`src/rtl/mul_sequencer_pkg.sv`:
```
// Shared definitions for the iterative `mul` unit: FSM encoding, default width,
// and the decode constants the controller uses to steer `mul` here instead of the ALU.
package mul_sequencer_pkg;

  typedef enum logic [1:0] {
    ST_IDLE = 2'd0,
    ST_RUN  = 2'd1,
    ST_DONE = 2'd2
  } mul_state_e;

  localparam int         MUL_WIDTH_DEFAULT = 32;
  localparam logic [5:0] MUL_OPCODE        = 6'b011100;
  localparam logic [4:0] ALU_CTRL_MUL      = 5'b00011;

endpackage

```
`src/rtl/mul_datapath.sv`:
```
// Radix-2 shift-add datapath: accumulator, shifting multiplicand/multiplier and
// zero-detect on the unconsumed multiplier bits. Sequencing lives in mul_sequencer.
module mul_datapath import mul_sequencer_pkg::*; #(
  parameter int WIDTH = MUL_WIDTH_DEFAULT
) (
  input  logic             clk,
  input  logic             rst_n,
  input  logic             load,
  input  logic             step,
  input  logic [WIDTH-1:0] operand_a,
  input  logic [WIDTH-1:0] operand_b,
  output logic [WIDTH-1:0] acc_next,
  output logic             mplier_rest_zero
);

  logic [WIDTH-1:0] acc_q, acc_d;
  logic [WIDTH-1:0] mcand_q, mcand_d;
  logic [WIDTH-1:0] mplier_q, mplier_d;

  // Partial-product add for the current step; the product is taken modulo 2^WIDTH.
  assign acc_next         = mplier_q[0] ? acc_q + mcand_q : acc_q;
  assign mplier_rest_zero = ~|mplier_q[WIDTH-1:1];

  always_comb begin
    acc_d    = acc_q;
    mcand_d  = mcand_q;
    mplier_d = mplier_q;
    if (load) begin
      acc_d    = '0;
      mcand_d  = operand_a;
      mplier_d = operand_b;
    end else if (step) begin
      acc_d    = acc_next;
      mcand_d  = {mcand_q[WIDTH-2:0], 1'b0};
      mplier_d = {1'b0, mplier_q[WIDTH-1:1]};
    end
  end

  always_ff @(posedge clk) begin
    if (!rst_n) begin
      acc_q <= '0;
    end else begin
      acc_q <= acc_d;
    end
  end

  // Operand shift registers are always rewritten by load before use, so they carry no reset.
  always_ff @(posedge clk) begin
    mcand_q  <= mcand_d;
    mplier_q <= mplier_d;
  end

endmodule

```
`src/rtl/mul_sequencer.sv`:
```
// EX-stage sequencer for `mul`: accepts operands, stalls the pipeline while the
// shift-add datapath iterates, then strobes the low product word and rd for writeback.
module mul_sequencer import mul_sequencer_pkg::*; #(
  parameter int WIDTH      = MUL_WIDTH_DEFAULT,
  parameter bit EARLY_EXIT = 1'b1
) (
  input  logic             Clk,
  input  logic             Rst,
  input  logic             MulStart,
  input  logic             Flush,
  input  logic [WIDTH-1:0] OperandA,
  input  logic [WIDTH-1:0] OperandB,
  input  logic [4:0]       DestReg,
  output logic             Stall,
  output logic             Busy,
  output logic             ResultValid,
  output logic [WIDTH-1:0] Result,
  output logic [4:0]       ResultReg
);

  localparam int              CNT_W    = (WIDTH > 1) ? $clog2(WIDTH) : 1;
  localparam logic [CNT_W-1:0] LAST_CNT = CNT_W'(WIDTH - 1);

  mul_state_e       state_q, state_d;
  logic [CNT_W-1:0] count_q, count_d;
  logic [4:0]       dest_q, dest_d;
  logic             result_valid_q, result_valid_d;
  logic [WIDTH-1:0] result_q, result_d;
  logic [4:0]       result_reg_q, result_reg_d;

  logic             accept;
  logic             step;
  logic             last_step;
  logic [WIDTH-1:0] acc_next;
  logic             mplier_rest_zero;

  assign accept    = (state_q == ST_IDLE) && MulStart && !Flush;
  assign step      = (state_q == ST_RUN);
  assign last_step = (count_q == LAST_CNT) || (EARLY_EXIT && mplier_rest_zero);

  mul_datapath #(
    .WIDTH(WIDTH)
  ) u_datapath (
    .clk              (Clk),
    .rst_n            (Rst),
    .load             (accept),
    .step             (step),
    .operand_a        (OperandA),
    .operand_b        (OperandB),
    .acc_next         (acc_next),
    .mplier_rest_zero (mplier_rest_zero)
  );

  always_comb begin
    state_d        = state_q;
    count_d        = count_q;
    dest_d         = dest_q;
    result_valid_d = 1'b0;
    result_d       = result_q;
    result_reg_d   = result_reg_q;
    case (state_q)
      ST_IDLE: begin
        if (accept) begin
          state_d = ST_RUN;
          count_d = '0;
          dest_d  = DestReg;
        end
      end
      ST_RUN: begin
        if (Flush) begin
          state_d = ST_IDLE;
        end else begin
          count_d = count_q + 1'b1;
          // Capture the final sum on the exit edge so Result is already valid during DONE.
          if (last_step) begin
            state_d        = ST_DONE;
            result_valid_d = 1'b1;
            result_d       = acc_next;
            result_reg_d   = dest_q;
          end
        end
      end
      // MulStart seen here belongs to the instruction now leaving EX.
      ST_DONE: state_d = ST_IDLE;
      default: state_d = ST_IDLE;
    endcase
  end

  always_ff @(posedge Clk) begin
    if (!Rst) begin
      state_q        <= ST_IDLE;
      count_q        <= '0;
      dest_q         <= '0;
      result_valid_q <= 1'b0;
      result_q       <= '0;
      result_reg_q   <= '0;
    end else begin
      state_q        <= state_d;
      count_q        <= count_d;
      dest_q         <= dest_d;
      result_valid_q <= result_valid_d;
      result_q       <= result_d;
      result_reg_q   <= result_reg_d;
    end
  end

  // Stall must rise in the accepting IDLE cycle itself, hence the combinational term.
  assign Stall       = accept || (state_q == ST_RUN);
  assign Busy        = (state_q == ST_RUN);
  assign ResultValid = result_valid_q;
  assign Result      = result_q;
  assign ResultReg   = result_reg_q;

endmodule
```
`config.mk`:
```
export PLATFORM = sky130hd
export DESIGN_NAME = mul_sequencer
export DESIGN_NICKNAME = d
export VERILOG_FILES = /design/src/rtl/mul_sequencer_pkg.sv /design/src/rtl/mul_datapath.sv /design/src/rtl/mul_sequencer.sv
export SDC_FILE = /design/constraint.sdc
export NUM_CORES = 1
export LEC_CHECK = 0
export ABC_CLOCK_PERIOD_IN_PS = 10500
export BUFFER_PORTS_ARGS = -buffer_cell sky130_fd_sc_hd__buf_4
export CAP_MARGIN = 30
export CORE_MARGIN = 1.5
export CORE_UTILIZATION = 59
export DETAILED_ROUTE_END_ITERATION = 6
export GPL_TIMING_DRIVEN = 0
export PLACE_DENSITY = 0.88
export SETUP_SLACK_MARGIN = 0.1
export SLEW_MARGIN = 30
export SYNTH_ARGS = -nofsm -noshare
export SYNTH_HDL_FRONTEND = slang
export SYNTH_HIERARCHICAL = 1
export SYNTH_SLANG_ARGS = --single-unit
export TNS_END_PERCENT = 1
```
`constraint.sdc`:
```
create_clock -name Clk -period 10.5 [get_ports Clk]
set_input_delay 0.525 -clock Clk [delete_from_list [all_inputs] [get_ports Clk]]
set_output_delay 0.525 -clock Clk [all_outputs]
set_load 0.01 [all_outputs]
```
==> results of run 1 <==
-- cell families after synthesis --
group                    count (synthesis)  synth area share
AND/OR/NAND/NOR                        228             0.130
flip-flops                             146             0.445
multiplexers                           143             0.193
AO/OA/AOI/OAI                          134             0.112
buffers and inverters                   56            0.0341
adder cells (fa/ha/maj)                 34            0.0541
XOR/XNOR                                29            0.0317
-- sequential cells by signal (all words and copies together) (netlist names) --
signal / count
Result: 32
ResultReg: 5
ResultValid: 1
count_q: 5
dest_q: 5
state_q: 2
u_datapath/acc_q: 32
u_datapath/mcand_q: 32
u_datapath/mplier_q: 32
-- per-stage QoR --
step                      std cells  setup WS [ps]  cell area (um2)  power (mW)
after detailed placement       1057           6740             9060       0.836
final                          1089           6690             9670        1.45
after global placement         1057           6390             9050       0.830
after global routing           1089           6510             9670        1.50
after CTS                      1089           6710             9670        1.45
after floorplan                 770           7120             8000       0.776
-- cells in the mapped netlist (9+ instances only) --
cell,instances
sky130_fd_sc_hd__dfxtp_1,82
sky130_fd_sc_hd__xnor2_1,20
sky130_fd_sc_hd__nor4_1,10
sky130_fd_sc_hd__nor2_1,49
sky130_fd_sc_hd__mux2i_1,55
sky130_fd_sc_hd__nand4_1,9
sky130_fd_sc_hd__ha_1,33
sky130_fd_sc_hd__a21oi_1,47
sky130_fd_sc_hd__mux2_2,88
sky130_fd_sc_hd__o21ai_0,13
sky130_fd_sc_hd__xor2_1,9
sky130_fd_sc_hd__inv_1,14
sky130_fd_sc_hd__clkbuf_1,25
sky130_fd_sc_hd__a21o_1,27
sky130_fd_sc_hd__nand2_1,111
sky130_fd_sc_hd__edfxtp_1,64
-- worst min path at each step --
| stage | to | cells past startpoint |
|---|---|---|
| floorplan | ResultReg[0] | 2 |
| global placement | ResultReg[3] | 2 |
| detailed placement | ResultReg[3] | 2 |
| CTS | dest_q[3] | 3 |
| global route | dest_q[2] | 3 |
| finish | dest_q[2] | 3 |
-- power by group through the flow --
| stage | sequential [mW] | combinational (mW) | clock [mW] |
|---|---|---|---|
| after floorplan | 0.646 | 0.130 | 0 |
| after global placement | 0.652 | 0.177 | 0 |
| after detailed placement | 0.653 | 0.182 | 0 |
| after CTS | 0.642 | 0.185 | 0.628 |
| after global routing | 0.645 | 0.204 | 0.652 |
| final | 0.642 | 0.187 | 0.618 |
-- worst max-delay path: stages (launching register included) --
cell	delay (ps)
sky130_fd_sc_hd__edfxtp_1	430
sky130_fd_sc_hd__ha_1	250
sky130_fd_sc_hd__fa_1	420
sky130_fd_sc_hd__a21o_1	230
sky130_fd_sc_hd__a221oi_2	320
sky130_fd_sc_hd__nor3_1	130
sky130_fd_sc_hd__o31a_1	350
sky130_fd_sc_hd__a221o_1	450
sky130_fd_sc_hd__a41oi_1	270
sky130_fd_sc_hd__o21ai_0	220
sky130_fd_sc_hd__xor2_1	200
sky130_fd_sc_hd__mux2_2	300
sky130_fd_sc_hd__nand2_1	60
sky130_fd_sc_hd__mux2i_1	70
-- routing by layer --
layer | vias to the layer above | track usage | wire length [um]
li1 | 3065 | - | -
met1 | 2988 | 0.353 | 8350
met2 | 215 | 0.427 | 8470
met3 | 22 | 0.0766 | 1390
met4 | 0 | 0.0826 | 245
met5 | - | 0 | 0
-- final cells by class --
type | count | share of cell area
clock buffer | 25 | 0.0536
inverter | 15 | 0.00582
timing repair buffer | 111 | 0.0862
sequential | 146 | 0.369
buffer | 41 | 0.0224
multi-input combinational | 568 | 0.431
tap | 176 | 0.0228
clock inverter | 7 | 0.00970
==> impl_summary.md, run 1 <==
Status
The flow ran to the end, and the final reports show no timing, DRC or antenna violations.

Clocking
For the worst-skew pair, the clock arrives at the later sink with an insertion delay of 430 ps. The total number of H-tree levels is 4. The post-cts gate resize count is 0. Clock-pin slew was measured on the worst setup and hold paths at 60 ps.

The number of hold buffers added after CTS was 0. Clock tree synthesis found a total of 146 sinks. TritonCTS created 17 clock buffers. The number of setup buffers added after CTS is 0.

TritonCTS built the clock tree. The number of buffers on the longest clock path is 2. The tree is rooted in a sky130_fd_sc_hd__clkbuf_16.

Layout
The leading cell type in the layout, fill and taps excluded is sky130_fd_sc_hd__buf_4. In the layout the commonest cells are sky130_fd_sc_hd__buf_4 (114), sky130_fd_sc_hd__nand2_1 (111), sky130_fd_sc_hd__mux2_2 (88). The final core area utilization is 0.730. Of the cells placed in the final design, the portion with a size suffix greater than 1 is 0.272.

Summing all multi-input logic gate instances after layout gives 0.00417 mm2. The number of antenna cells inserted is 0. The layout overhead on the synthesized area is 20.8%. The net count of the finished layout is 1,007. The combined flip-flop and latch cell area is 0.00356 mm2. Counting the fill cells in the layout gives 970.

Worst setup path
Of all nets on the critical path, the largest fanout is 6. STA puts the critical path data required time at 10,810 ps. The capture point of the worst reg-to-reg path is Result[28]. At the worst endpoint, the arrival time is 4120 ps. The launching element of the worst setup path is u_datapath/mcand_q[0]. The critical path ends at Result[28].

The critical path in this run is classified as register to register. The endpoint type of the worst setup path is a register. STA classifies the critical path startpoint as a register.

The worst register-to-register path begins at u_datapath/mcand_q[0]. In this run the register-to-register setup slack is 6690 ps. For the worst flop-to-flop path, the logic depth is 13.

STA
The actual transition at the worst max-transition pin is 862 ps. For this run, the top clock speed supported by timing is 263 MHz. Setup repair after global routing left no endpoint under its margin. The worst clock skew is 12.2 ps. The worst slack on hold paths is 341 ps.

The worst path needs 3810 ps of the cycle, external delays included. The number of slew-limit violations in the final report was 0. For the final routed database, the setup TNS stands at 0 ps. The number of hold violations in the final report is 0. Setup violations remaining at the end of the flow were counted as 0. In the finished design, the share of the clock period the worst path needs comes to 0.363.

In this run the tightest slew margin relative to its limit is 0.425.

Logic synthesis
For this run, asynchronously set or reset flops after synthesis account for 0. The share of synthesized area in the top cell type comes to 0.240. For this run, the number of Yosys warnings is 6.

The count of flip-flops with a built-in enable after synthesis is 64. The count of state elements after synthesis is 146. The summed instance area of the synthesized netlist is 0.00800 mm2. Averaged over all synthesized cells, the footprint is 10.4 um2. After technology mapping, the gate count stands at 770. The net count after synthesis is 877. After synthesis, the netlist uses 60 different library cells.

The largest total area in the synthesized netlist belongs to sky130_fd_sc_hd__edfxtp_1. The register area share after synthesis is 0.445. In the post-synthesis netlist, the biggest area contributors are sky130_fd_sc_hd__edfxtp_1 (24%), sky130_fd_sc_hd__dfxtp_1 (21%), sky130_fd_sc_hd__mux2_2 (12%). The most common flop cell mapped by yosys is sky130_fd_sc_hd__dfxtp_1.

Global routing
The total congestion overflow after global routing is 0. The first-pass GRT wire length is 30.0 mm. The via count of the first global-routing pass came to 6,105. The initial antenna violation count is 0.

The global router's overall resource usage is 0.267. Entering global routing, the biggest net connects 65 pins.

Flow run
The tool flagged a number of max-cap violations equal to 0.

Power
The share of total power dissipated in sequential elements is 0.444. In this run the static leakage power is 3.98 nW. Of the total power, the clock network draws 0.427. The power dissipated by switching net loads is 0.343 mW. The worst IR drop on VDD is 0.000134 V.

The internal power summed over all cells is 1.10 mW. The switching part of the total is 0.237. The share of total power dissipated in combinational logic is 0.129. For this design the ratio of total power to cell area is 150 mW/mm2.

Floorplanning
From bottom edge to top edge, the die measures 119 um. The area of the core region is 0.0132 mm2. The area of the die is 0.0143 mm2. The horizontal extent of the die is 119 um. The floorplan has 42 rows. The starting density of the core is 0.604.

113 I/O pins were placed.

Detailed routing
The per-cell routed wire length is 16.9 um. The pre-antenna-repair detailed-routing pass consisted of 5 iterations. The detailed router's first-iteration violation count is 480.

The DRC violation count after routing is 0. The total number of vias is 6,290. Dividing the detail-routed via count by the number of cells gives 5.78. The routed wire length is 18.5 mm. The residual antenna-violating net count after detailed routing is 0.

Placed design
The global placement routability congestion is 0.913. The HPWL after detailed placement is 13.7 mm. The number of I/O port buffers is 111.

Min path
The min-delay analysis places its worst path in the category input pin to register. The startpoint identified for the worst hold timing path is DestReg[2].
(Power assumes the default switching activity.)
==> inputs of run 2 (changes only) <==
--- a/config.mk
+++ b/config.mk
@@ -5,14 +5,14 @@
 export SDC_FILE = /design/constraint.sdc
 export NUM_CORES = 1
 export LEC_CHECK = 0
-export ABC_CLOCK_PERIOD_IN_PS = 10500
+export ABC_CLOCK_PERIOD_IN_PS = 3900
 export BUFFER_PORTS_ARGS = -buffer_cell sky130_fd_sc_hd__buf_4
 export CAP_MARGIN = 30
 export CORE_MARGIN = 1.5
-export CORE_UTILIZATION = 59
+export CORE_UTILIZATION = 58
 export DETAILED_ROUTE_END_ITERATION = 6
 export GPL_TIMING_DRIVEN = 0
-export PLACE_DENSITY = 0.88
+export PLACE_DENSITY = 0.87
 export SETUP_SLACK_MARGIN = 0.1
 export SLEW_MARGIN = 30
 export SYNTH_ARGS = -nofsm -noshare
==> constraint.sdc (replaced) <==
create_clock -name Clk -period 3.9 [get_ports Clk]
set_input_delay 0.195 -clock Clk [delete_from_list [all_inputs] [get_ports Clk]]
set_output_delay 0.195 -clock Clk [all_outputs]
set_load 0.01 [all_outputs]
==> run 2 against run 1 <==
  * Combinational power grew to 2.7 times the previous value
  * Sequential power grew to 2.7 times the previous value
  * Worst hold slack lost 320 ps
  * Setup slack lost 6500 ps
  * Largest cell class unchanged
  * Highest routed layer unchanged
==> impl_summary.md, run 2 (synthesis results as in run 1) <==
STA
The post-route minimum period is 3680 ps. The maximum achievable frequency is 272 MHz. The final number of setup-violating endpoints is 0. The final worst-path cycle share is 0.944. The number of slew-limit violations in the final report is 0. The worst clock skew is 6.44 ps.

The actual transition at the worst max-transition pin is 866 ps. Setup repair after global routing left no endpoint under its margin. Headroom to the max-slew limit came out at 0.423. The number of hold violations in the final report is 0. Setup total negative slack on the finished layout was measured at 0 ps.

Floorplanning
The floorplan step defined a die boundary enclosing 0.0145 mm2. During I/O placement, the number of pins put on the boundary was 113. The starting density of the core is 0.599. After floorplanning, the core was sized to cover 0.0133 mm2. The die is 120 um wide. The vertical extent of the die is 120 um. After floorplanning, the core was divided into 42 placement rows.

Layout
Of the cells placed in the final design, the portion with a size suffix greater than 1 is 0.276. Counting the fill cells in the layout gives 984. The library cells used most frequently in the layout, excluding fill and tap cells, are sky130_fd_sc_hd__buf_4 (116), sky130_fd_sc_hd__nand2_1 (111), sky130_fd_sc_hd__mux2_2 (88).

Leaving out fill and tap cells, the most frequent cell in the layout is sky130_fd_sc_hd__buf_4. The area of combinational cells with multiple inputs is 0.00418 mm2. The layout overhead on the synthesized area is 21.5%.

The net count of the finished layout is 1,011. The combined flip-flop and latch cell area is 0.00356 mm2. The number of antenna cells inserted is 0.

Global routing
The initial antenna violation count is 0. Across every metal layer, demand over resource in global routing totals 0.267. The total congestion overflow after global routing is 0. The first global-routing pass estimated 30.3 mm of wire. The via count of the first global-routing pass is 6,102.

Entering global routing, the biggest net connects 65 pins. The global routing stage identified its most utilized layer as met2. The fraction of met1 tracks used by global routing is 0.349. For met2 alone, demand over resource in global routing was 0.429. The global-route met3 utilization is 0.0778.

Detailed routing
The vias per cell is 5.72. For this block, the initial DRC count from the detailed router was 456. The routed wire length is 18.8 mm. The per-cell routed wire length is 17.2 um. The total number of vias is 6,250. After detailed routing, the number of remaining DRC violations is 0. The number of optimization iterations in the first detailed-route pass is 5. The residual antenna-violating net count after detailed routing is 0.

Clocking
TritonCTS built the clock tree. The clock net in this run drives a total of 146 sinks. The total number of H-tree levels is 4. No sink is reached through more buffers than the 2 on the longest clock path. The post-CTS clock slew at the launch and capture registers of the worst setup and hold paths is 60 ps. The number of buffers inserted during clock tree synthesis is 17. The clock latency on the worst-skew pair is 420 ps. CTS placed an instance of sky130_fd_sc_hd__clkbuf_16 at the clock tree root.

Placed design
After legalization and detailed placement, the total HPWL measured 13.7 mm. Input and output buffers added on the ports amount to 111. The global placement routability congestion is 0.907.

Status
The run finished with clean final reports.

Worst setup path
The data required time of the critical path is 4210 ps. By startpoint and endpoint, the worst setup path is classified as register to register. STA classifies the critical path startpoint as a register.

For the worst setup path, the data arrival time is 4000 ps. The top fanout value on the critical path is 6. STA classifies the critical path endpoint as a register.

Power
IR analysis of the VDD net gives a maximum drop of 0.000298 V. In this run the static leakage power is 4.00 nW. In this run the power density over the cells is 404 mW/mm2. After layout, the design draws a total of 3.93 mW.

Flow run
Max-cap violations in this run came to 0.

Min path
In this run the worst hold path is classified as input pin to register.
-- run 2: cell count changes in the layout (fill, tap and decap cells not counted), sizes merged --
cell and change:
dlygate4sd3 +2, clkbuf -1, buf +2, clkinv -1
inv +1
-- run 2: worst paths after layout --
path         slack [ps]                   from    endpoint  cells past startpoint
min reg2reg         460              Result[1]   Result[1]                      2
min                  20             DestReg[2]   dest_q[2]                      3
max                 220  u_datapath/mcand_q[0]  Result[24]                     13
max reg2reg         220  u_datapath/mcand_q[0]  Result[24]                     13
-- run 2: through the flow --
step	setup slack [ps]	area (um2)	utilization	hold WS, ps	instances
after floorplan	521	8000	-	339	770
after global placement	4.07	9050	0.678	432	1057
after detailed placement	134	9060	0.679	438	1057
after CTS	113	9690	0.726	2.30	1090
after global routing	117	9720	0.728	26.1	1092
final	218	9720	0.728	17.9	1092
-- run 2: per-layer routing --
| layer | part of all wire | vias to the layer above |
|---|---|---|
| met5 | 0 | - |
| li1 | - | 3062 |
| met3 | 0.074 | 24 |
| met2 | 0.46 | 196 |
| met4 | 0.011 | 0 |
| met1 | 0.45 | 2968 |
-- run 2: critical path: stages, from the launching register on --
cell	delay (ps)
sky130_fd_sc_hd__edfxtp_1	450
sky130_fd_sc_hd__ha_1	250
sky130_fd_sc_hd__fa_1	410
sky130_fd_sc_hd__a21o_1	240
sky130_fd_sc_hd__a221oi_4	280
sky130_fd_sc_hd__nor3_1	130
sky130_fd_sc_hd__o31a_1	290
sky130_fd_sc_hd__a221o_2	420
sky130_fd_sc_hd__a2111oi_2	400
sky130_fd_sc_hd__nor2_1	120
sky130_fd_sc_hd__xor2_1	180
sky130_fd_sc_hd__mux2_2	290
sky130_fd_sc_hd__nand2_1	60
sky130_fd_sc_hd__mux2i_1	60
-- run 2: timing repair --
action,in CTS,in global routing
setup buffers,0,2
endpoints found under the setup margin,0,4
hold buffers,2,0
resized for setup,0,2
hold endpoints to repair,2,0
-- run 2: final cells by class --
type                            instances  area share
Buffer                                 41      0.0223
Clock buffer                           24      0.0541
Clock inverter                          7     0.00940
Inverter                               15     0.00579
Multi-Input combinational cell        568       0.430
Sequential cell                       146       0.367
Tap cell                              176      0.0227
Timing Repair Buffer                  115      0.0893
-- run 2: where the power goes --
| group | internal, mW | total, mW | switching, mW |
|---|---|---|---|
| combinational | 0.239 | 0.507 | 0.267 |
| clock | 1.07 | 1.69 | 0.622 |
| sequential | 1.68 | 1.73 | 0.0466 |
